==> config.mk <==
export PLATFORM = sky130hd
export DESIGN_NAME = fp_mul_pipe
export DESIGN_NICKNAME = d
export VERILOG_FILES = /design/src/rtl/fp_mul_pipe_pkg.sv /design/src/rtl/fp_round_pack.sv /design/src/rtl/fp_mul_pipe.sv
export SDC_FILE = /design/constraint.sdc
export NUM_CORES = 2
export LEC_CHECK = 0
export ABC_AREA = 1
export BUFFER_PORTS_ARGS = -buffer_cell sky130_fd_sc_hd__buf_2
export CAP_MARGIN = 10
export CORE_ASPECT_RATIO = 0.6
export CORE_MARGIN = 4
export CORE_UTILIZATION = 40
export CTS_CLUSTER_DIAMETER = 100
export DETAILED_ROUTE_END_ITERATION = 16
export PLACE_DENSITY_LB_ADDON = 0.12
export SYNTH_ARGS = -nofsm -noshare
export SYNTH_HDL_FRONTEND = slang
export SYNTH_HIERARCHICAL = 1
export SYNTH_SLANG_ARGS = --single-unit
==> constraint.sdc <==
create_clock -name clk -period 5.8 [get_ports clk]
set_input_delay 0.87 -clock clk [delete_from_list [all_inputs] [get_ports clk]]
set_output_delay 0.87 -clock clk [all_outputs]
set_load 0.05 [all_outputs]
==> src/rtl/fp_mul_pipe_pkg.sv <==
// Shared float formats, operand classes and flag positions
// for the pipelined floating-point multiplier.
package fp_mul_pipe_pkg;

   localparam int FLOAT32_EXP_WIDTH = 8;
   localparam int FLOAT32_SIG_WIDTH = 23;

   typedef struct packed {
      logic                         sign;
      logic [FLOAT32_EXP_WIDTH-1:0] exp;
      logic [FLOAT32_SIG_WIDTH-1:0] frac;
   } float32_t;

   typedef enum logic [1:0] {
      FP_ZERO,
      FP_NORM,
      FP_INF,
      FP_NAN
   } fp_class_e;

   localparam int FP_FLAG_INVALID   = 2;
   localparam int FP_FLAG_OVERFLOW  = 1;
   localparam int FP_FLAG_UNDERFLOW = 0;

   function automatic int fp_bias(input int exp_width);
      return (1 << (exp_width - 1)) - 1;
   endfunction

endpackage

==> src/rtl/fp_round_pack.sv <==
// Normalise, round (RNE or truncate) and pack one product,
// resolving special classes and overflow/underflow.
module fp_round_pack
   import fp_mul_pipe_pkg::*;
#(
   parameter int EXP_WIDTH = FLOAT32_EXP_WIDTH,
   parameter int SIG_WIDTH = FLOAT32_SIG_WIDTH,
   parameter bit TRUNC     = 1'b0
) (
   input  logic                         sign,
   input  logic [1:0]                   cls,
   input  logic                         inv,
   input  logic [EXP_WIDTH+1:0]         exp,
   input  logic [2*SIG_WIDTH+1:0]       prod,
   output logic [EXP_WIDTH+SIG_WIDTH:0] res,
   output logic [2:0]                   flags
);

   localparam int M  = SIG_WIDTH + 1;
   localparam int P  = 2 * M;
   localparam int XW = EXP_WIDTH + 2;
   localparam logic signed [XW-1:0] EMAX =
      XW'((1 << EXP_WIDTH) - 1);
   localparam logic signed [XW-1:0] EZERO = '0;

   logic [P-1:0]           norm;
   logic signed [XW-1:0]   e1;
   logic signed [XW-1:0]   e2;
   logic [M-1:0]           mant;
   logic                   g;
   logic                   r;
   logic                   st;
   logic                   inc;
   logic [M:0]             mr;
   logic [SIG_WIDTH-1:0]   frac;

   always_comb begin
      norm = prod[P-1] ? prod : {prod[P-2:0], 1'b0};
      e1   = $signed(exp)
           + $signed({{(XW-1){1'b0}}, prod[P-1]});
      mant = norm[P-1 -: M];
      g    = norm[M-1];
      r    = norm[M-2];
      st   = |norm[M-3:0];
      inc  = !TRUNC && g && (r || st || mant[0]);
      mr   = {1'b0, mant} + {{M{1'b0}}, inc};
      // a carry out leaves 10..0, so the shifted fraction is zero
      frac = mr[M] ? mr[SIG_WIDTH:1] : mr[SIG_WIDTH-1:0];
      e2   = e1 + $signed({{(XW-1){1'b0}}, mr[M]});
      res   = '0;
      flags = '0;
      case (fp_class_e'(cls))
         FP_NAN: begin
            res = {sign, {EXP_WIDTH{1'b1}}, 1'b1,
                   {(SIG_WIDTH-1){1'b0}}};
            flags[FP_FLAG_INVALID] = inv;
         end
         FP_INF:
            res = {sign, {EXP_WIDTH{1'b1}}, {SIG_WIDTH{1'b0}}};
         FP_ZERO:
            res = {sign, {(EXP_WIDTH+SIG_WIDTH){1'b0}}};
         default: begin
            unique case (1'b1)
               (e2 >= EMAX): begin
                  res = {sign, {EXP_WIDTH{1'b1}},
                         {SIG_WIDTH{1'b0}}};
                  flags[FP_FLAG_OVERFLOW] = 1'b1;
               end
               (e2 <= EZERO): begin
                  res = {sign, {(EXP_WIDTH+SIG_WIDTH){1'b0}}};
                  flags[FP_FLAG_UNDERFLOW] = 1'b1;
               end
               default:
                  res = {sign, e2[EXP_WIDTH-1:0], frac};
            endcase
         end
      endcase
   end

endmodule

==> src/rtl/fp_mul_pipe.sv <==
// Three-stage floating-point multiplier: unpack/classify,
// significand multiply, round/pack; whole pipe stalls on adv.
module fp_mul_pipe
   import fp_mul_pipe_pkg::*;
#(
   parameter int EXP_WIDTH   = FLOAT32_EXP_WIDTH,
   parameter int SIG_WIDTH   = FLOAT32_SIG_WIDTH,
   parameter int APPROX_BITS = 0
) (
   input  logic                         clk,
   input  logic                         rst,
   input  logic                         in_valid,
   output logic                         in_ready,
   input  logic [EXP_WIDTH+SIG_WIDTH:0] in_a,
   input  logic [EXP_WIDTH+SIG_WIDTH:0] in_b,
   output logic                         out_valid,
   input  logic                         out_ready,
   output logic [EXP_WIDTH+SIG_WIDTH:0] out_res,
   output logic [2:0]                   out_flags
);

   localparam int W    = 1 + EXP_WIDTH + SIG_WIDTH;
   localparam int M    = SIG_WIDTH + 1;
   localparam int P    = 2 * M;
   localparam int XW   = EXP_WIDTH + 2;
   localparam int BIAS = fp_bias(EXP_WIDTH);
   localparam logic [SIG_WIDTH-1:0] FMASK =
      {SIG_WIDTH{1'b1}} << APPROX_BITS;

   typedef struct packed {
      logic          valid;
      logic          sign;
      fp_class_e     cls;
      logic          inv;
      logic [XW-1:0] exp;
      logic [M-1:0]  ma;
      logic [M-1:0]  mb;
   } s1_t;

   typedef struct packed {
      logic          valid;
      logic          sign;
      fp_class_e     cls;
      logic          inv;
      logic [XW-1:0] exp;
      logic [P-1:0]  prod;
   } s2_t;

   s1_t        s1_d;
   s1_t        s1_q;
   s2_t        s2_d;
   s2_t        s2_q;
   logic       adv;
   fp_class_e  ca;
   fp_class_e  cb;
   logic [W-1:0] rp_res;
   logic [2:0]   rp_flags;

   function automatic fp_class_e classify(
      input logic [EXP_WIDTH-1:0] e,
      input logic [SIG_WIDTH-1:0] f
   );
      fp_class_e c;
      unique case (1'b1)
         (e == '0):          c = FP_ZERO;
         (&e && f == '0):    c = FP_INF;
         (&e && f != '0):    c = FP_NAN;
         default:            c = FP_NORM;
      endcase
      return c;
   endfunction

   assign adv      = !out_valid || out_ready;
   assign in_ready = adv;
   assign ca = classify(in_a[W-2:SIG_WIDTH], in_a[SIG_WIDTH-1:0]);
   assign cb = classify(in_b[W-2:SIG_WIDTH], in_b[SIG_WIDTH-1:0]);

   always_comb begin
      s1_d       = '0;
      s1_d.valid = in_valid;
      s1_d.sign  = in_a[W-1] ^ in_b[W-1];
      s1_d.exp   = {2'b00, in_a[W-2:SIG_WIDTH]}
                 + {2'b00, in_b[W-2:SIG_WIDTH]}
                 - XW'(BIAS);
      s1_d.ma    = {1'b1, in_a[SIG_WIDTH-1:0] & FMASK};
      s1_d.mb    = {1'b1, in_b[SIG_WIDTH-1:0] & FMASK};
      s1_d.cls   = FP_NORM;
      if (ca == FP_NAN || cb == FP_NAN) begin
         s1_d.cls = FP_NAN;
      end else if ((ca == FP_INF && cb == FP_ZERO) ||
                   (ca == FP_ZERO && cb == FP_INF)) begin
         s1_d.cls = FP_NAN;
         s1_d.inv = 1'b1;
      end else if (ca == FP_INF || cb == FP_INF) begin
         s1_d.cls = FP_INF;
      end else if (ca == FP_ZERO || cb == FP_ZERO) begin
         s1_d.cls = FP_ZERO;
      end
   end

   always_comb begin
      s2_d.valid = s1_q.valid;
      s2_d.sign  = s1_q.sign;
      s2_d.cls   = s1_q.cls;
      s2_d.inv   = s1_q.inv;
      s2_d.exp   = s1_q.exp;
      s2_d.prod  = P'(s1_q.ma) * P'(s1_q.mb);
   end

   fp_round_pack #(
      .EXP_WIDTH (EXP_WIDTH),
      .SIG_WIDTH (SIG_WIDTH),
      .TRUNC     (APPROX_BITS > 0)
   ) u_round_pack (
      .sign  (s2_q.sign),
      .cls   (s2_q.cls),
      .inv   (s2_q.inv),
      .exp   (s2_q.exp),
      .prod  (s2_q.prod),
      .res   (rp_res),
      .flags (rp_flags)
   );

   always_ff @(posedge clk or posedge rst) begin
      if (rst) begin
         s1_q      <= '0;
         s2_q      <= '0;
         out_valid <= 1'b0;
         out_res   <= '0;
         out_flags <= '0;
      end else if (adv) begin
         s1_q      <= s1_d;
         s2_q      <= s2_d;
         out_valid <= s2_q.valid;
         out_res   <= rp_res;
         out_flags <= rp_flags;
      end
   end

endmodule
; Yosys cells after proc, flatten, opt, wreduce, memory -nomap -nowiden
; Cells that the tools add are included.
[op_classes]
n_addsub = 5
multipliers = 1
magnitude_cmp = 2
n_eq_ne = 6
muxes = 16
bitwise_logic = 1
n_reduce_logical = 28
[op_table]
columns = operator, n
row1 = 31-bit case mux with 3 select lines, 1
row2 = 31-bit case mux with 2 select lines, 1
row3 = 24-bit by 24-bit multiplier with 48-bit output, 1
row4 = 48-bit two-way mux, 1
row5 = 23-bit logical NOT, 2
row6 = 23-bit nonzero test, 2
row7 = 24-bit by 1-bit adder with 25-bit output, 1
row8 = 23-bit two-way mux, 1
row9 = 22-bit OR reduction, 1
row10 = 10-bit by 2-bit adder with 10-bit output, 2
row11 = 8-bit logical NOT, 2
row12 = 8-bit AND reduction, 2
row13 = 2-bit equality test (second input constant), 6
row14 = 2-bit case mux with 3 select lines, 2
row15 = 10-bit by 9-bit >= comparator with 1-bit output (second input constant), 1
row16 = 10-bit by 1-bit <= comparator with 1-bit output (second input constant), 1
row17 = 9-bit by 7-bit subtractor with 10-bit output (second input constant), 1
row18 = 8-bit by 8-bit adder with 9-bit output, 1
row19 = 2-bit two-way mux, 4
row20 = 1-bit logical AND, 7
row21 = 1-bit logical OR, 7
row22 = 2-bit logical NOT, 3
row23 = 1-bit two-way mux, 6
row24 = 3-bit OR reduction, 1
row25 = 2 further kinds, 2
[word_totals]
regBits = 162
in_bits = 68
output_inout_bits = 37

; Longest topological paths before layout
[depth]
ltp_word = 10
depth_mapped = 31
mapped_depth_nobuf = 29

; By module
; The synthesis kept the hierarchy.
[by_module_without_submodules]
columns = module, instances, cells_per_inst, area_per_inst_um2
row1 = fp_mul_pipe, 1, 3653, 27294.9
row2 = fp_round_pack, 1, 462, 2250.9

; Worst setup path before layout
; OpenSTA, ideal clock, no wires.
[synth_path]
kind = flip-flop to flip-flop
from = register s1_q[37] in the netlist's numbering
to = register s2_q[23] in the netlist's numbering
setup_time_ps = 117
t_arrival_ps = 5855
t_required_ps = 5683
setup_slack_ps = -172
path_stages_with_launch = 28
synth_period_minus_slack_ps = 5972
path_cell_list = dfrtp_1 -> clkbuf_1 -> clkbuf_1 -> nand2_1 -> fa_1 -> inv_1 -> fa_1 -> inv_1 -> fa_1 -> inv_1 -> fa_1 -> inv_1 -> fa_1 -> inv_1 -> fa_1 -> inv_1 -> fa_1 -> inv_1 -> ha_1 -> nand2_2 -> inv_1 -> nand2_1 -> nor2_4 -> nand4_1 -> nand3_1 -> or2_2 -> nand3_1 -> nand2_1
[synth_via]
elab_chain_len = 1
[synth_rtl]
columns = item, line_no
row1 = from (decl), fp_mul_pipe.sv:50  ; s1_t s1_q;
row2 = from (signal assigned), fp_mul_pipe.sv:126  ; s1_q <= '0;
row3 = from (signal assigned), fp_mul_pipe.sv:132  ; s1_q <= s1_d;
row4 = 24-bit by 24-bit multiplier with 48-bit output, fp_mul_pipe.sv:107  ; s2_d.prod = P'(s1_q.ma) * P'(s1_q.mb);
row5 = to (signal assigned), fp_mul_pipe.sv:127  ; s2_q <= '0;
row6 = to (signal assigned), fp_mul_pipe.sv:133  ; s2_q <= s2_d;
row7 = to (decl), fp_mul_pipe.sv:52  ; s2_t s2_q;
; No other way between the ends.
; A chain may end at the register's enable or synchronous reset.

; Final worst setup path
[layout_path]
from = register s1_q[29] in the netlist's numbering
to = register s2_q[46] in the netlist's numbering
; Same word-level chain as after synthesis.

==> Flow_metrics.wiki <==
{| class="wikitable"
! Metric !! Value
|-
| Status || complete, but fails checks
|-
| Violated checks || negative setup slack
|-
| Root buf cell || clkbuf_16
|-
| Cell count along the critical path || 28
|-
| Final wirelength || 91500 µm
|-
| Die area || 78400 µm²
|-
| Total number of placement rows || 76
|-
| Share of the synthesized area in the top cell type || 0.328
|-
| Largest incremental delay on the critical path || 600 ps
|-
| Placeable core area || 72500 µm²
|-
| Diodes inserted || 0
|-
| Synth cell count leaders || nand2_1 (1424), inv_1 (1089), fa_1 (484)
|-
| EDFF count, synth || 0
|-
| Chip width || 359 µm
|-
| Iter 0 DRT Violations || 1797
|-
| Count of placed standard cells including taps || 5289
|-
| Vias per cell || 4.64
|-
| Via Count || 25000
|-
| CP top delay family || adder cells
|-
| Synthesis Warnings || 6
|-
| Critical path launch point || s1_q[29]$_DFFE_PP0P_
|-
| Worst setup slack after layout || -323 ps
|-
| Buffers and inverters on the worst path || 9
|-
| Main synth FF type || dfrtp_1
|-
| Minimum hold slack || 381 ps
|-
| Pin count of the biggest net entering global routing || 152
|-
| Synth-to-Final Area Change || 22.2%
|-
| Destination of the worst register-to-register timing path || s2_q[46]$_DFFE_PP0P_
|-
| Depth of the CTS H-tree || 4
|-
| Top achievable clock speed || 0.163 GHz
|-
| Number of iterations in the first detailed-routing pass || 5
|-
| Hpwl dp || 76200 µm
|-
| Total Nets Final || 5149
|-
| Number of hold violations in the final report || 0
|-
| Number of violations of the max-capacitance limit || 0
|-
| Critical path data arrival time || 6510 ps
|-
| TritonCTS clock tree || yes
|-
| Reg-to-reg startpoint || s1_q[29]$_DFFE_PP0P_
|-
| Headroom to the max-slew limit || 0.385
|-
| Placed Area || 33100 µm²
|-
| Most common cell type on the critical path || fa_1
|-
| Via count of the first global-routing pass || 25300
|-
| Post-DRT Antenna Nets || 0
|-
| Worst Skew || 20.2 ps
|-
| Mapped Avg Cell Area || 7.18 µm²
|-
| Critical Path End Type || flip-flop
|-
| CTS sink cnt || 161
|-
| Worst slack, placed || -592 ps
|-
| Slew Viols, Final || 0
|-
| Count of buffers inserted at the top-level ports || 104
|-
| Final clock period utilization by the worst path || 1.06
|-
| Required time worst endpoint || 6180 ps
|-
| Count of fill cells added during filler insertion || 7270
|-
| Maximum fanout along the worst path || 5
|-
| Critical path's slowest cell || fa_2
|-
| Cell with the most instances after synthesis || nand2_1
|-
| Number of design rule violations left after detail routing || 0
|-
| Synthesized flop and latch total || 161
|-
| Count of distinct cell types in the synthesized netlist || 42
|-
| Clock buffer depth || 2
|-
| Area of all placed cells without fillers || 36100 µm²
|-
| FF-to-FF path depth || 28
|-
| Filler-free cell count of the finished design || 5393
|-
| Final critical path time including I/O delays and setup || 6120 ps
|-
| Biggest area consumer among synthesized cells || fa_1
|-
| Gp weighted congestion || 0.922
|-
| Fraction of registers with async set or reset after synthesis || 1.00
|-
| Total I/O pin count || 105
|-
| Starting Density || 0.408
|-
| Setup Viol. Count Final || 29
|-
| DR WL/cell || 17.0 µm
|-
| Cells after synthesis || 4115
|-
| Total standard cell area after synthesis || 29500 µm²
|-
| Sequential cell area fraction in the yosys report || 0.136
|-
| Setup repair after global routing missed its margin || yes
|-
| Latest clock arrival within the worst-skew pair || 500 ps
|-
| Worst-margin pin slew || 922 ps
|-
| Sum of overflow across all layers after global routing || 0
|-
| Worst reg-to-reg setup slack || -320 ps
|-
| Global-route wire length before repair || 146000 µm
|-
| Global Route Usage Sum || 0.239
|-
| Number of antenna violations at the first check in global routing || 0
|-
| Worst Hold Class || primary input to asynchronous set/reset pin
|-
| Leading post-synthesis cells by cell area || fa_1 (33%), nand2_1 (18%), inv_1 (14%)
|-
| Critical path capture point || s2_q[46]$_DFFE_PP0P_
|-
| Kind of critical path || flip-flop to flip-flop
|-
| TritonCTS buffer count || 17
|-
| Clock transition at the registers of the reported paths || 90 ps
|-
| Syn Nets || 4859
|-
| Nature of the critical path startpoint || flip-flop
|-
| Die H || 219 µm
|-
| Share of final-layout standard cells stronger than drive strength 1 || 0.223
|}
[state kept, by name, summed over array words and instances (netlist names)]
register / flops
out_flags: 3
s1_q: 62
s2_q: 63
out_valid: 1
out_res: 32
[what timing repair did]
item / 4_1_cts / 5_1_grt
resized for setup: 226 / 296
pin swaps: 94 / 197
gates cloned: 0 / 1
endpoints found under the setup margin: 37 / 37
buffers inserted: 33 / 42
hold buffers: 0 / 0
[cells by family after synthesis]
group,Yosys count,share of synthesized area
simple gates,1813,0.251
buf+inv,1291,0.167
fa+ha+maj,676,0.409
flops,161,0.136
compound gates,136,0.0250
xor+xnor,38,0.0113
[per-layer routing]
| layer | routed length, µm | track usage | share of wire |
|---|---|---|---|
| met1 | 47900 | 0.383 | 0.52 |
| met2 | 35400 | 0.326 | 0.39 |
| met3 | 7120 | 0.0554 | 0.078 |
| met4 | 988 | 0.0362 | 0.011 |
| met5 | 101 | 0.00858 | 0.0011 |
[area by class of cell]
type,instances,area [µm²],area share
clock buffer,17,425,0.0118
clock inverter,15,174,0.00482
inverter,1102,4150,0.115
multi-input combinational,2663,22100,0.611
sequential,161,4050,0.112
tap,975,1220,0.0338
timing repair buffer,460,4010,0.111
[through the flow]
step	TNS (ps)	utilization
2_1_floorplan	-8.41	-
3_3_place_gp	-15070	0.457
3_5_place_dp	-13480	0.457
4_1_cts	-5780	0.481
5_1_grt	-12220	0.498
6_report	-5250	0.498
[cell usage in the layout (no fill, tap or decap), types with 14 or more instances in the layout]
cell type	Yosys	final
o21ai_0	57	53
o21ai_1	20	23
nand3_1	98	85
nand2_4	2	38
fa_1	484	451
nand2_1	1424	1289
a21oi_1	41	20
buf_2	16	105
ha_4	0	28
nor2_2	23	32
dfrtp_2	0	18
nand3_2	11	17
inv_2	10	100
buf_4	3	258
xor2_1	15	15
inv_1	1089	997
ha_1	192	162
buf_6	8	42
clkbuf_16	0	18
a21oi_2	1	14
nor2_1	158	131
nand4_1	22	22
nor2_4	13	31
nand2_2	28	127
buf_12	0	50
dfrtp_1	161	143
fa_2	0	33
[worst min path at each step]
stage	from	slack, ps	end	depth (start not counted)
global route	rst	400	s1_q[17]$_DFFE_PP0P_	2
floorplan	s2_q[62]$_DFFE_PP0P_	440	out_valid$_DFFE_PP0P_	1
detailed placement	s1_q[55]$_DFFE_PP0P_	450	s2_q[55]$_DFFE_PP0P_	2
finish	rst	380	s1_q[17]$_DFFE_PP0P_	2
global placement	s2_q[61]$_DFFE_PP0P_	450	out_res[31]$_DFFE_PP0P_	2
CTS	rst	370	s1_q[17]$_DFFE_PP0P_	2
Power is not shown: default switching activity piles up to over one toggle a cycle in this logic, so the estimate is an artifact.
